--- src/rtl/line_clear.sv ---
// Full-board line-clear sequencer: scans rows bottom-up, shifts everything above
// a full row down by one, blanks the top row, and rescans the same row.
//
// state     | meaning
// IDLE      | waiting for start
// SCAN      | issuing reads for row y, x = 0..W-1
// EVAL      | last cell of row y returns; decide full / not full
// SHIFT_RD  | read cell (r-1, x)
// SHIFT_WR  | write that cell into (r, x)
// CLEAR_TOP | write zeros across row 0
// DONE      | one-cycle completion pulse
module line_clear #(
  parameter int BOARD_W = 10,
  parameter int BOARD_H = 25
) (
  input  logic       clk,
  input  logic       resetn,
  input  logic       start,
  input  logic [5:0] ram_Q,
  output logic [7:0] ram_addr,
  output logic [5:0] ram_data,
  output logic       ram_wren,
  output logic       busy,
  output logic       done,
  output logic [2:0] lines_cleared
);

  localparam int XW = (BOARD_W > 1) ? $clog2(BOARD_W) : 1;
  localparam int YW = (BOARD_H > 1) ? $clog2(BOARD_H) : 1;
  localparam logic [XW-1:0] X_LAST = XW'(BOARD_W - 1);
  localparam logic [YW-1:0] Y_LAST = YW'(BOARD_H - 1);
  localparam logic [7:0]    W8     = 8'(BOARD_W);

  typedef enum logic [2:0] {
    IDLE, SCAN, EVAL, SHIFT_RD, SHIFT_WR, CLEAR_TOP, DONE
  } state_t;

  state_t        state, state_n;
  logic [XW-1:0] x, x_n;
  logic [YW-1:0] y, y_n;
  logic [YW-1:0] r, r_n;
  logic          full, full_n;
  logic [2:0]    lines_n;
  logic          row_full;

  function automatic logic [7:0] cell_addr(input logic [YW-1:0] row,
                                           input logic [XW-1:0] col);
    return 8'(row) * W8 + 8'(col);
  endfunction

  // The last cell's read data only arrives in EVAL, so fold it in here.
  assign row_full = full && (ram_Q != 6'd0);
  assign busy     = (state != IDLE);
  assign done     = (state == DONE);

  always_ff @(posedge clk) begin
    if (!resetn) begin
      state         <= IDLE;
      x             <= '0;
      y             <= '0;
      r             <= '0;
      full          <= 1'b0;
      lines_cleared <= 3'd0;
    end else begin
      state         <= state_n;
      x             <= x_n;
      y             <= y_n;
      r             <= r_n;
      full          <= full_n;
      lines_cleared <= lines_n;
    end
  end

  always_comb begin
    state_n  = state;
    x_n      = x;
    y_n      = y;
    r_n      = r;
    full_n   = full;
    lines_n  = lines_cleared;
    ram_addr = 8'd0;
    ram_data = 6'd0;
    ram_wren = 1'b0;
    case (state)
      IDLE: begin
        if (start) begin
          state_n = SCAN;
          y_n     = Y_LAST;
          x_n     = '0;
          full_n  = 1'b1;
          lines_n = 3'd0;
        end
      end
      SCAN: begin
        ram_addr = cell_addr(y, x);
        // At x=0 ram_Q still belongs to whatever was addressed before the row.
        if (x != '0 && ram_Q == 6'd0) full_n = 1'b0;
        if (x == X_LAST) begin
          x_n     = '0;
          state_n = EVAL;
        end else begin
          x_n = x + XW'(1);
        end
      end
      EVAL: begin
        if (!row_full) begin
          if (y == '0) begin
            state_n = DONE;
          end else begin
            y_n     = y - YW'(1);
            x_n     = '0;
            full_n  = 1'b1;
            state_n = SCAN;
          end
        end else begin
          lines_n = (lines_cleared == 3'd7) ? 3'd7 : lines_cleared + 3'd1;
          r_n     = y;
          x_n     = '0;
          state_n = (y == '0) ? CLEAR_TOP : SHIFT_RD;
        end
      end
      SHIFT_RD: begin
        ram_addr = cell_addr(r - YW'(1), x);
        state_n  = SHIFT_WR;
      end
      SHIFT_WR: begin
        ram_addr = cell_addr(r, x);
        ram_data = ram_Q;
        ram_wren = 1'b1;
        if (x == X_LAST) begin
          x_n     = '0;
          r_n     = r - YW'(1);
          state_n = (r == YW'(1)) ? CLEAR_TOP : SHIFT_RD;
        end else begin
          x_n     = x + XW'(1);
          state_n = SHIFT_RD;
        end
      end
      CLEAR_TOP: begin
        ram_addr = cell_addr('0, x);
        ram_wren = 1'b1;
        if (x == X_LAST) begin
          x_n     = '0;
          full_n  = 1'b1;
          state_n = SCAN;
        end else begin
          x_n = x + XW'(1);
        end
      end
      DONE:    state_n = IDLE;
      default: state_n = IDLE;
    endcase
  end

endmodule

--- config.mk ---
export PLATFORM = sky130hd
export DESIGN_NAME = line_clear
export DESIGN_NICKNAME = d
export VERILOG_FILES = /design/src/rtl/line_clear.sv
export SDC_FILE = /design/constraint.sdc
export NUM_CORES = 1
export LEC_CHECK = 0
export BUFFER_PORTS_ARGS = -buffer_cell sky130_fd_sc_hd__buf_2
export CAP_MARGIN = 20
export CORE_MARGIN = 4
export CORE_UTILIZATION = 25
export CTS_CLUSTER_SIZE = 8
export DETAILED_ROUTE_END_ITERATION = 10
export PLACE_DENSITY_LB_ADDON = 0.3
export SLEW_MARGIN = 25
export SYNTH_ARGS = -nofsm -noshare
export SYNTH_HDL_FRONTEND = slang
export SYNTH_SLANG_ARGS = --single-unit
--- constraint.sdc ---
create_clock -name clk -period 6.7 [get_ports clk]
set_input_delay 0.67 -clock clk [delete_from_list [all_inputs] [get_ports clk]]
set_output_delay 0.67 -clock clk [all_outputs]
set_load 0.02 [all_outputs]
# Word-level counts from Yosys, hierarchy flattened
# Index checks and enable logic that the tools add are counted.
word_totals:
  ff_bits: 21
  latchBits: 0
  ram_bits: 0
  rom_bits: 0
  in_bits: 9
  out_inout_bits: 20
  elab_cells: 88
  memories: 0
op_classes:
  add_sub_neg: 7
  n_mul: 3
  div: 0
  magnitude_cmp: 0
  eq_ne: 18
  shifts: 0
  n_mux: 34
  bitwise: 0
  n_reduce_logical: 20
op_table:
  columns: ["cell", "n"]
  rows:
  - ["$mux 3", 11]
  - ["$pmux 8 s4", 1]
  - ["$mux 5", 5]
  - ["$add 8x4->8", 3]
  - ["$mul 5x3->7 const B", 3]
  - ["$pmux 5 s2", 2]
  - ["$pmux 3 s6", 1]
  - ["$mux 4", 4]
  - ["$ne 2x2->1 const B", 8]
  - ["$eq 3x3->1 const B", 4]
  - ["$pmux 4 s3", 1]
  - ["$reduce_and 3->1", 4]
  - ["$sub 5x1->5 const B", 2]
  - ["$reduce_bool 4->1", 2]
  - ["$eq 3x2->1 const B", 2]
  - ["$logic_not 6->1", 1]
  - ["$mux 1", 6]
  - ["$mux 6", 1]
  - ["$pmux 3 s2", 1]
  - ["$reduce_and 6->1", 1]
  - ["$reduce_bool 3->1", 2]
  - ["$reduce_bool 6->1", 1]
  - ["$eq 5x1->1 const B", 1]
  - ["$logic_not 5->1", 1]
  - ["12 further kinds", 14]

# Longest topological paths before layout
# Gate-level depths: netlist of the first run.
logic_depth:
  word_depth: 4
  depth_mapped: 14
  mapped_depth_nobuf: 12

# Worst setup path before layout of the first run
# No wires, ideal clock.
synth_path:
  kind: "register to output"
  from: "reg r[0]"
  to: "out ram_addr[7]"
  t_arrival_ns: 2.856
  required_ns: 6.030
  setup_slack_ns: 3.174
  stages_incl_launch_ff: 13
  path_buffers: 0
  cell_sequence: "dfxtp_1 -> inv_1 -> ha_1 -> nor3b_1 -> xor2_1 -> ha_1 -> fa_1 -> and3b_1 -> o21ai_0 -> o211a_1 -> nor4_2 -> xnor2_1 -> nor2_1"
synth_between:
  elab_chain_len: 4
  elab_cells_between_ends: 6
  classes_between: "add/sub: 3; mul: 2; mux: 1"
synth_rtl:
  columns: ["item", "line", "source"]
  rows:
  - ["from (decl)", "41", "logic [YW-1:0] r, r_n;"]
  - ["from (signal assigned)", "68", "r <= r_n;"]
  - ["$sub 5x1->5", "123", "ram_addr = cell_addr(r - YW'(1), x);"]
  - ["$mul 5x3->7", "48", "return 8'(row) * W8 + 8'(col);"]
  - ["$add 8x4->8", "48", null]
  - ["$pmux 8 s4 *", "84", "case (state)"]
  - ["to (decl)", "20", "output logic [7:0] ram_addr,"]
# Mark *: on every way between the ends. The rest lies on a longest branch, timed or not.

# Worst setup path in the final report of the first run
layout_path:
  from: "reg state[2]"
  to: "out ram_addr[6]"
layout_between:
  elab_chain_len: 2
  elab_cells_between_ends: 5
  classes_between: "eq/ne: 4; mux: 1"
layout_rtl:
  columns: ["item", "line", "source"]
  rows:
  - ["from (decl)", "38", "state_t state, state_n;"]
  - ["from (signal assigned)", "65", "state <= state_n;"]
  - ["$eq 3x3->1, or another cell as far along", "84", null]
  - ["$pmux 8 s4 *", "84", null]
# Marked as above.

==> impl_results.md, run 1 <==
- Worst Hold Depth: 1
- # DRC: 0
- Sw Pwr: 0.000310 W
- Total Wirelength: 5540 um
- Rows: 33
- Cell Chain, Critical Path: nor3b_2 -> nor2_1 -> a221o_1 -> ha_1 -> a21o_1 -> a21oi_1 -> nor3_1 -> xor2_1 -> nor2_1 -> buf_2
- Diode count: 0
- Number of enable flip-flop cells after synthesis: 0
- Layout area overhead: 13.3%
- First-pass GRT wire length: 9390 um
- Hold Path Class: reg2reg
- Final hold violation count: 0
- Worst Setup Start Kind: flip-flop
- Delay-heaviest family, CP: simple AND/OR/NAND/NOR gates
- Clock power share: 13.2%
- Syn nets: 313
- Nets@finish: 336
- Fin crit period: 4050 ps
- Clk_lat worst skew: 260 ps
- Crit-path max FO: 15
- Via density: 4.94
- Worst Reg-to-Reg Cells: 10
- Pins Over Slew Limit: 0
- Met2 Use GR: 16.6%
- Drt initial violations: 57
- Synth cell types: 59
- Dominant cell type by area after synthesis: dfxtp_1
- WP data arrival: 3380 ps
- Post-CTS Setup Inserts: 0
- CTS clock-pin slew for the worst setup and hold paths: 80 ps
- Comb pwr share: 54.7%
- Remaining global-route overflow: 0
- Setup WS pre-CTS: 2820 ps
- Hold Crit Endpoint: lines_cleared[0]
- Avg Cell Area, Syn: 8.08 um2
- PostCTS Resize Cnt: 0
- Status: finished clean
- DPL Wire Length: 4350 um
- Vias in the first global route: 1914
- Sw Ratio: 48.4%
- Min-delay src: lines_cleared[0]
- Max rail drop VDD: 177 uV
- Met1 GRT Util: 16.8%
- Critical path depth: 10
- Routed wire per std cell: 14.0 um
- Filler cells: 928
- GR Util All Layers: 11.2%
- Synth top area share: 19.3%
- Die height: 101 um
- Core footprint: 8340 um2
- 1st-pass router iterations: 4
- Grt met3 use: 0.964%
- CP max-delay cell: dfxtp_1
- Most Crowded Layer GR: met1
- Largest net degree at the start of global routing: 34
- Critical path data required time: 6030 ps
- Worst setup EP type: primary output
- Longest Clk Path Bufs: 2
- Clock Skew: 2.82 ps
- CTS tree: yes
- Peak Freq: 247 MHz
- Crit-path most repeated cell: nor2_1
- Total die area: 10300 um2
- Main synth FF type: dfxtp_1
- Crit Path Category: reg2out
- Final setup fails: 0
- Vias: 1960
- Crit path from: state[2]
- Leakage: 1.12 nW
- Internal power: 0.000332 W
- PortBufs: 28
- Synth Register Bits: 21
- Power Density: 260 nW/um2
- Initial antenna violation count: 0
- Area contributors post-synth: dfxtp_1 19%, ha_1 17%, a21oi_1 5.5%, nor2_1 5.2%, fa_1 3.7%
- Tot Pwr: 0.000642 W
- Initial Util: 26.2%
- CP max stage delay: 660 ps
- Die Wd: 101 um
- TritonCTS Buffers: 3
- Antenna Nets Post-Route: 0
- Netlist Area Pre-Place: 2180 um2
- TNS Setup: 0 ps
- Yosys warning total: 0
- RSZ-0062 raised after global routing: false
- R2r startpoint: y[0]
- Reg2reg setup slack: 4390 ps
- Clk root buf: clkbuf_8
- Synth async-reset ratio: 0%
- Final WS setup: 2650 ps
- Bufs and invs on worst path: 1
- Final Cycle Share: 60.4%
- Htree depth: 1
- Cts hold-fix bufs: 0
- Relative slew slack: 55.2%
- Flop pwr share: 32.0%
- Max-Cap Viols: 0
- Seq/Total Area, Yosys: 19.3%
- Layout cells sized above 1: 16.8%
- Cells after synthesis: 270
- Worst-margin pin slew: 672 ps
- R2r endpoint: x[3]
- # IOs: 29
- Final GP Congestion: 0.869
- CTS Sinks: 21
cell families (layout without fill, tap and decap cells):
| logic type | after synthesis | count (layout) | share of synthesized area (%) |
|---|---|---|---|
| and+or+nand+nor | 88 | 88 | 22.1 |
| AOI/OAI and AO/OA | 72 | 72 | 22.8 |
| adders and majority gates | 34 | 34 | 20.9 |
| buffers and inverters | 34 | 56 | 6.25 |
| DFF | 21 | 21 | 19.3 |
| xor gates and xnor gates | 17 | 17 | 6.82 |
| muxes | 4 | 4 | 1.89 |
per-stage QoR:
stage	util, %	instance area [um2]	std cells	hold slack (ps)
3_5_place_dp	29.1	2420	393	515
4_1_cts	29.6	2470	397	533
5_1_grt	29.6	2470	397	591
2_1_floorplan	-	2180	270	493
6_report	29.6	2470	397	529
3_3_place_gp	29.1	2420	393	504
how the worst max path moves through the flow:
stage             endpoint  slack (ps)
2_1_floorplan  ram_addr[7]        3170
3_3_place_gp   ram_addr[7]        2790
3_5_place_dp   ram_addr[7]        2820
4_1_cts        ram_addr[7]        2510
5_1_grt        ram_addr[6]        2390
6_report       ram_addr[6]        2650
per-layer routing:
metal / vias to the layer above / part of all wire (%)
li1: 1003 / -
met1: 907 / 52
met2: 40 / 42
met3: 10 / 3.2
met4: 0 / 2.3
met5: - / 0
worst register-to-register path: cells and delay by family (launching register included):
| family | cells | cell delay (ps) |
|---|---|---|
| buffers and inverters | 2 | 280 |
| and+or+nand+nor | 3 | 370 |
| AOI/OAI and AO/OA | 2 | 510 |
| adders and majority gates | 2 | 390 |
| xor gates and xnor gates | 1 | 160 |
| DFF | 1 | 540 |
power groups by stage:
stage          Sequential [W]  Clock [W]  Combinational [W]
6_report             0.000206  0.0000849           0.000351
5_1_grt              0.000212  0.0000940           0.000394
4_1_cts              0.000204  0.0000875           0.000355
3_5_place_dp         0.000207          0           0.000351
3_3_place_gp         0.000207          0           0.000352
2_1_floorplan        0.000167          0           0.000295
area by class of cell:
class	count	area, um2	area share (%)
flip-flops and latches	21	422	17.1
repair buffers	30	155	6.28
well taps	105	131	5.31
clock buffers	3	41.3	1.67
clock inverters	1	5.00	0.202
inverters	22	87.6	3.54
multi-input cells	215	1630	65.9
sequential cells by signal, summed over array words and instances, names as in the netlist:
name / flops
state: 3
y: 5
lines_cleared: 3
r: 5
x: 4
full: 1
synth_stat cells (3+ instances only):
master / instances
a21o_1: 3
o21ai_0: 13
o22ai_1: 3
mux2i_1: 3
xnor2_1: 9
nand2b_1: 5
a211oi_1: 3
nor2_1: 30
nand3_1: 3
and2_1: 7
nor3b_1: 3
nand2_1: 17
clkbuf_1: 8
fa_1: 4
inv_1: 21
o211ai_1: 3
ha_1: 30
a21oi_1: 24
nor3_1: 6
xor2_1: 8
dfxtp_1: 21
and3b_1: 4
layout by cell type (no fill, tap or decap), types with 5 or more instances in the layout:
| cell | count |
|---|---|
| o21ai_0 | 13 |
| inv_1 | 21 |
| a21oi_1 | 24 |
| ha_1 | 30 |
| xnor2_1 | 9 |
| nor3_1 | 6 |
| buf_2 | 28 |
| and2_1 | 7 |
| nand2b_1 | 5 |
| nand2_1 | 17 |
| xor2_1 | 8 |
| dfxtp_1 | 20 |
| nor2_1 | 30 |
Note: power is estimated with default switching activity, not from simulation.
==> inputs of run 2 (changes only) <==
Clock period 6.7 ns to 4.1 ns, I/O delays scaled along.
==> impl_results.md, run 2 (synthesis gave the netlist of run 1 again) <==
- Design area: 2490 um2 (+0.56%)
- Crit Path Category: reg2out
- 1st-pass router iterations: 4 (unchanged)
- Htree depth: 1 (unchanged)
- Filler cells: 917 (-1.2%)
- Relative slew slack: 59.1% (+3.9 points)
- Combined area of the multi-input logic cells: 1630 um2 (unchanged)
- Clk_lat worst skew: 260 ps (about the same)
- Core footprint: 8340 um2 (unchanged)
- Tot Pwr: 0.00105 W (+64%)
- Final setup fails: 0 (unchanged)
- CP max-delay cell: fa_1
- Worst Setup Start Kind: flip-flop
- TNS Setup: 0 ps (unchanged)
- Initial antenna violation count: 0 (unchanged)
- PortBufs: 28 (unchanged)
- WP data arrival: 3370 ps (about the same)
- Internal power: 0.000548 W (+65%)
- CTS Sinks: 21 (unchanged)
- Critical path data required time: 3690 ps (-2340 ps)
- Peak Freq: 265 MHz
- Cell Chain, Critical Path: inv_1 -> ha_1 -> nor3b_1 -> xor2_1 -> ha_1 -> fa_1 -> and3b_1 -> o21ai_0 -> o211a_1 -> nor4_2 -> xnor2_1 -> nor2_1 -> buf_2
- TritonCTS Buffers: 3 (unchanged)
- Drt initial violations: 59 (+3.5%)
- Metal3 WL: 208 um (+16%)
- Via density: 4.93 (about the same)
- Sw Ratio: 47.9% (-0.50 points)
- Clock Skew: 12.1 ps (+9.27 ps)
- CTS clock-pin slew for the worst setup and hold paths: 90 ps (about the same)
- Max-Cap Viols: 0 (unchanged)
- Longest Clk Path Bufs: 2 (unchanged)
- Die Wd: 101 um (unchanged)
- FF+latch area: 420 um2 (-0.30%)
- Top Layer Used: met4
- Total die area: 10300 um2 (unchanged)
- Antenna Nets Post-Route: 0 (unchanged)
- Vias: 1968 (+0.41%)
- Status: finished clean
- Layout area overhead: 13.9%
- Placed inst area: 2440 um2 (+0.62%)
- # DRC: 0 (unchanged)
- CTS tree: yes
- Leakage: 1.13 nW (+0.91%)
- Final Cycle Share: 92.2%
- Vias in the first global route: 1973 (+3.1%)
- Worst hold margin: 470 ps (-59.7 ps)
- Worst-margin pin slew: 613 ps (-58.8 ps)
- Total Wirelength: 5530 um (-0.29%)
- Worst setup EP type: primary output
- Most frequent cells in the layout: 30 x nor2_1, 30 x ha_1, 28 x buf_2, 24 x a21oi_1
- Rows: 33 (unchanged)
- Hold Crit Endpoint: lines_cleared[2]
- Largest regs: r (5), y (5), x (4)
- Max rail drop VDD: 230 uV (+30%)
- Initial Util: 26.2% (unchanged)
- Reg2reg setup slack: 1750 ps (-2640 ps)
- Nets@finish: 338 (+0.60%)
- Comb pwr share: 58.0% (+3.3 points)
- R2r endpoint: x[3]
- Die height: 101 um (unchanged)
- Final hold violation count: 0 (unchanged)
- Largest net degree at the start of global routing: 25 (-26%)
- Fin crit period: 3780 ps
- DPL Wire Length: 4440 um (+2.1%)
- PostCTS Resize Cnt: 0 (unchanged)
- Crit-path max FO: 6 (-9)
- Clock power share: 13.1% (about the same)
- Hold Path Class: in2reg
- Worst Reg-to-Reg Cells: 10 (unchanged)
- Flop pwr share: 28.9% (-3.1 points)
- GR Util All Layers: 11.3% (+0.11 points)
- Min-delay src: resetn
- Layout cells sized above 1: 17.0% (+0.23 points)
- Pins Over Slew Limit: 0 (unchanged)
- DRT met1 WL: 2870 um (-1.1%)
- Remaining global-route overflow: 0 (unchanged)
- Met2 routed WL: 2350 um (+1.0%)
- RSZ-0062 raised after global routing: false
- Crit-path most repeated cell: ha_1
- # IOs: 29 (unchanged)
- Sw Pwr: 0.000503 W (+62%)
- Power Density: 423 nW/um2 (+63%)
- Worst Hold Depth: 3 (+2)
- Clk root buf: clkbuf_8
- First-pass GRT wire length: 9470 um (+0.81%)
- Routed wire per std cell: 13.8 um (-0.79%)
- R2r startpoint: y[0]
- Cts hold-fix bufs: 0 (unchanged)
- Final GP Congestion: 0.849 (-2.3%)
- Diode count: 0 (unchanged)
- Post-CTS Setup Inserts: 0 (unchanged)
- CP max stage delay: 510 ps (-150 ps)
## run 2: cell types whose count changed in the layout (fill, tap and decap cells not counted), sizes merged
cell / before / now
buf: 30 / 32
## run 2: layout make-up
type	count	share of cell area, %
Clock inverter	1	0.201
Multi-Input combinational cell	215	65.6
Inverter	22	3.52
Timing Repair Buffer	32	6.84
Sequential cell	21	16.9
Clock buffer	3	1.66
Tap cell	105	5.28
## run 2: worst max-delay path by stage
| stage | end | from | slack (ps) |
|---|---|---|---|
| 2_1_floorplan | ram_addr[7] | r[0] | 830 |
| 5_1_grt | ram_addr[7] | r[0] | 40 |
| 3_3_place_gp | ram_addr[7] | r[0] | 710 |
| 4_1_cts | ram_addr[7] | r[0] | 320 |
| 3_5_place_dp | ram_addr[7] | r[0] | 640 |
| 6_report | ram_addr[7] | r[0] | 320 |
## run 2: through the flow
stage          worst slack (ps)  util [%]  std cells
2_1_floorplan               834         -        270
3_3_place_gp                713      29.3        395
3_5_place_dp                641      29.3        395
4_1_cts                     324      29.8        399
5_1_grt                    43.1      29.8        399
6_report                    321      29.8        399
## run 2: worst max-delay path: cells and delay by family, from the launching register on
family,cells,cell delay [ps]
adder cells (fa/ha/maj),3,1040
XOR/XNOR,2,450
flip-flops,1,370
AO/OA/AOI/OAI,2,270
buffers and inverters,2,320
AND/OR/NAND/NOR,4,680
## run 2: metal layers
layer / vias up / GRT usage [%]
li1: 1004 / -
met1: 913 / 16.4
met2: 45 / 17.6
met3: 6 / 1.17
met4: 0 / 3.58
met5: - / 0
## run 2: power groups by stage
| stage | sequential (W) | combinational, W | clock, W |
|---|---|---|---|
| floorplan | 0.000273 | 0.000482 | 0 |
| global placement | 0.000308 | 0.000610 | 0 |
| detailed placement | 0.000308 | 0.000611 | 0 |
| CTS | 0.000302 | 0.000617 | 0.000142 |
| global route | 0.000312 | 0.000687 | 0.000153 |
| finish | 0.000304 | 0.000609 | 0.000138 |
==> inputs of run 3 (changes only) <==
Clock period 4.1 ns to 3.8 ns, I/O delays scaled along.
==> impl_results.md, run 3 (synthesis gave the netlist of run 1 again) <==
- Status: finished clean
- RSZ-0062 raised after global routing: false
- Leakage: 1.17 nW (+2.7%)
- Final Cycle Share: 94.3%
- Total Wirelength: 5510 um (-0.33%)
- Fin crit period: 3580 ps
- Pins Over Slew Limit: 0 (unchanged)
- Worst-margin pin slew: 551 ps (-62.0 ps)
- Diode count: 0 (unchanged)
- Power Density: 450 nW/um2 (+6.5%)
- Longest Clk Path Bufs: 2 (unchanged)
- # DRC: 0 (unchanged)
- Hold Path Class: in2reg
- PortBufs: 28 (unchanged)
- Initial antenna violation count: 0 (unchanged)
- Vias: 1960 (-0.41%)
- Max-Cap Viols: 0 (unchanged)
- Metal3 WL: 203 um (-2.4%)
- Crit Path Category: reg2out
- Vias in the first global route: 1842 (-6.6%)
- Cts hold-fix bufs: 0 (unchanged)
- Die Wd: 101 um (unchanged)
- Largest regs: r (5), y (5), x (4)
- Clk_lat worst skew: 260 ps (about the same)
- Crit-path most repeated cell: ha_1
- Nets@finish: 344 (+1.8%)
- Tot Pwr: 0.00114 W (+8.7%)
- DPL Wire Length: 4370 um (-1.6%)
- Via density: 4.84 (-1.9%)
- Relative slew slack: 63.0% (+3.9 points)
- Remaining global-route overflow: 0 (unchanged)
- TritonCTS Buffers: 3 (unchanged)
- Initial Util: 26.2% (unchanged)
- CTS clock-pin slew for the worst setup and hold paths: 80 ps (about the same)
- Critical path data required time: 3420 ps (-270 ps)
- Drt initial violations: 70 (+19%)
- # IOs: 29 (unchanged)
- 1st-pass router iterations: 4 (unchanged)
- WP data arrival: 3200 ps (-170 ps)
- Cell Chain, Critical Path: inv_1 -> ha_1 -> inv_1 -> ha_1 -> ha_1 -> fa_1 -> and3b_1 -> o21ai_0 -> o211a_1 -> nor4_2 -> xnor2_1 -> nor2_1 -> buf_2
- Crit-path max FO: 5 (-1)
- TNS Setup: 0 ps (unchanged)
- Max rail drop VDD: 195 uV (-15%)
- Clk root buf: clkbuf_8
- Layout area overhead: 16.3%
- Final hold violation count: 0 (unchanged)
- DRT met1 WL: 2900 um (+0.97%)
- CTS Sinks: 21 (unchanged)
- Final setup fails: 0 (unchanged)
- Total die area: 10300 um2 (unchanged)
- Die height: 101 um (unchanged)
- Htree depth: 1 (unchanged)
- Core footprint: 8340 um2 (unchanged)
- Rows: 33 (unchanged)
- Top Layer Used: met4
- Final GP Congestion: 0.812 (-4.4%)
- Most frequent cells in the layout: 30 x nor2_1, 30 x ha_1, 28 x buf_2, 24 x a21oi_1, 21 x inv_1
- Worst Setup Start Kind: flip-flop
- Largest net degree at the start of global routing: 25 (unchanged)
- Peak Freq: 279 MHz
- Routed wire per std cell: 13.6 um (-1.8%)
- Layout cells sized above 1: 19.3% (+2.3 points)
- Met2 routed WL: 2370 um (+0.68%)
- CTS tree: yes
- CP max stage delay: 530 ps (+20 ps)
- Clock Skew: 4.82 ps (-7.27 ps)
- Antenna Nets Post-Route: 0 (unchanged)
- Worst setup EP type: primary output
- CP max-delay cell: fa_1
- First-pass GRT wire length: 9340 um (-1.3%)
- GR Util All Layers: 11.1% (-0.20 points)
==> run 3: changes by cell type in the layout (fill, tap and decap cells not counted), sizes merged <==
cell	delta
buf	+6
==> run 3: area by class of cell <==
cell class	count	area [um2]
tap	105	131
fill	917	5800
clock buffer	3	41.3
clock inverter	1	5.00
multi-input combinational	215	1640
timing repair buffer	38	215
sequential	21	422
inverter	22	87.6
==> run 3: final timing paths <==
check | to | slack, ps | depth (start not counted) | start
setup / recovery | ram_addr[7] | 220 | 13 | r[1]
hold / removal | y[2] | 460 | 3 | resetn
setup reg to reg | x[3] | 1490 | 10 | y[0]
hold reg to reg | lines_cleared[0] | 530 | 1 | lines_cleared[0]
==> run 3: metrics by stage <==
| step | instance area, um2 | worst slack (ps) | util [%] | instances | hold slack (ps) |
|---|---|---|---|---|---|
| after global placement | 2460 | 456 | 29.5 | 398 | 506 |
| after floorplan | 2180 | 564 | - | 270 | 493 |
| after detailed placement | 2460 | 433 | 29.5 | 398 | 515 |
| final | 2540 | 216 | 30.4 | 405 | 460 |
| after CTS | 2510 | 122 | 30.1 | 402 | 454 |
| after global routing | 2540 | 24.3 | 30.4 | 405 | 454 |
==> run 3: power breakdown <==
part | internal, W | switching, W
clock | 0.0000730 | 0.0000756
sequential | 0.000256 | 0.0000605
combinational | 0.000274 | 0.000404
==> run 3: timing repair <==
item / 4_1_cts / 5_1_grt
resized for setup: 0 / 2
buffers inserted: 0 / 3
setup endpoints to repair: 0 / 2
hold endpoints to repair: 0 / 0
==> run 3: layer usage <==
metal | global-route usage [%] | vias up
met1 | 17.5 | 896
met3 | 0.826 | 2
met5 | 0 | -
met4 | 2.76 | 0
li1 | - | 1022
met2 | 16.2 | 40
==> run 3: worst max-delay path, delay by kind of cell (launching register included) <==
| family | cells | cell delay [ps] |
|---|---|---|
| AO/OA/AOI/OAI | 2 | 240 |
| XOR/XNOR | 1 | 150 |
| buffers and inverters | 3 | 330 |
| adder cells (fa/ha/maj) | 4 | 1360 |
| flip-flops | 1 | 440 |
| AND/OR/NAND/NOR | 3 | 440 |
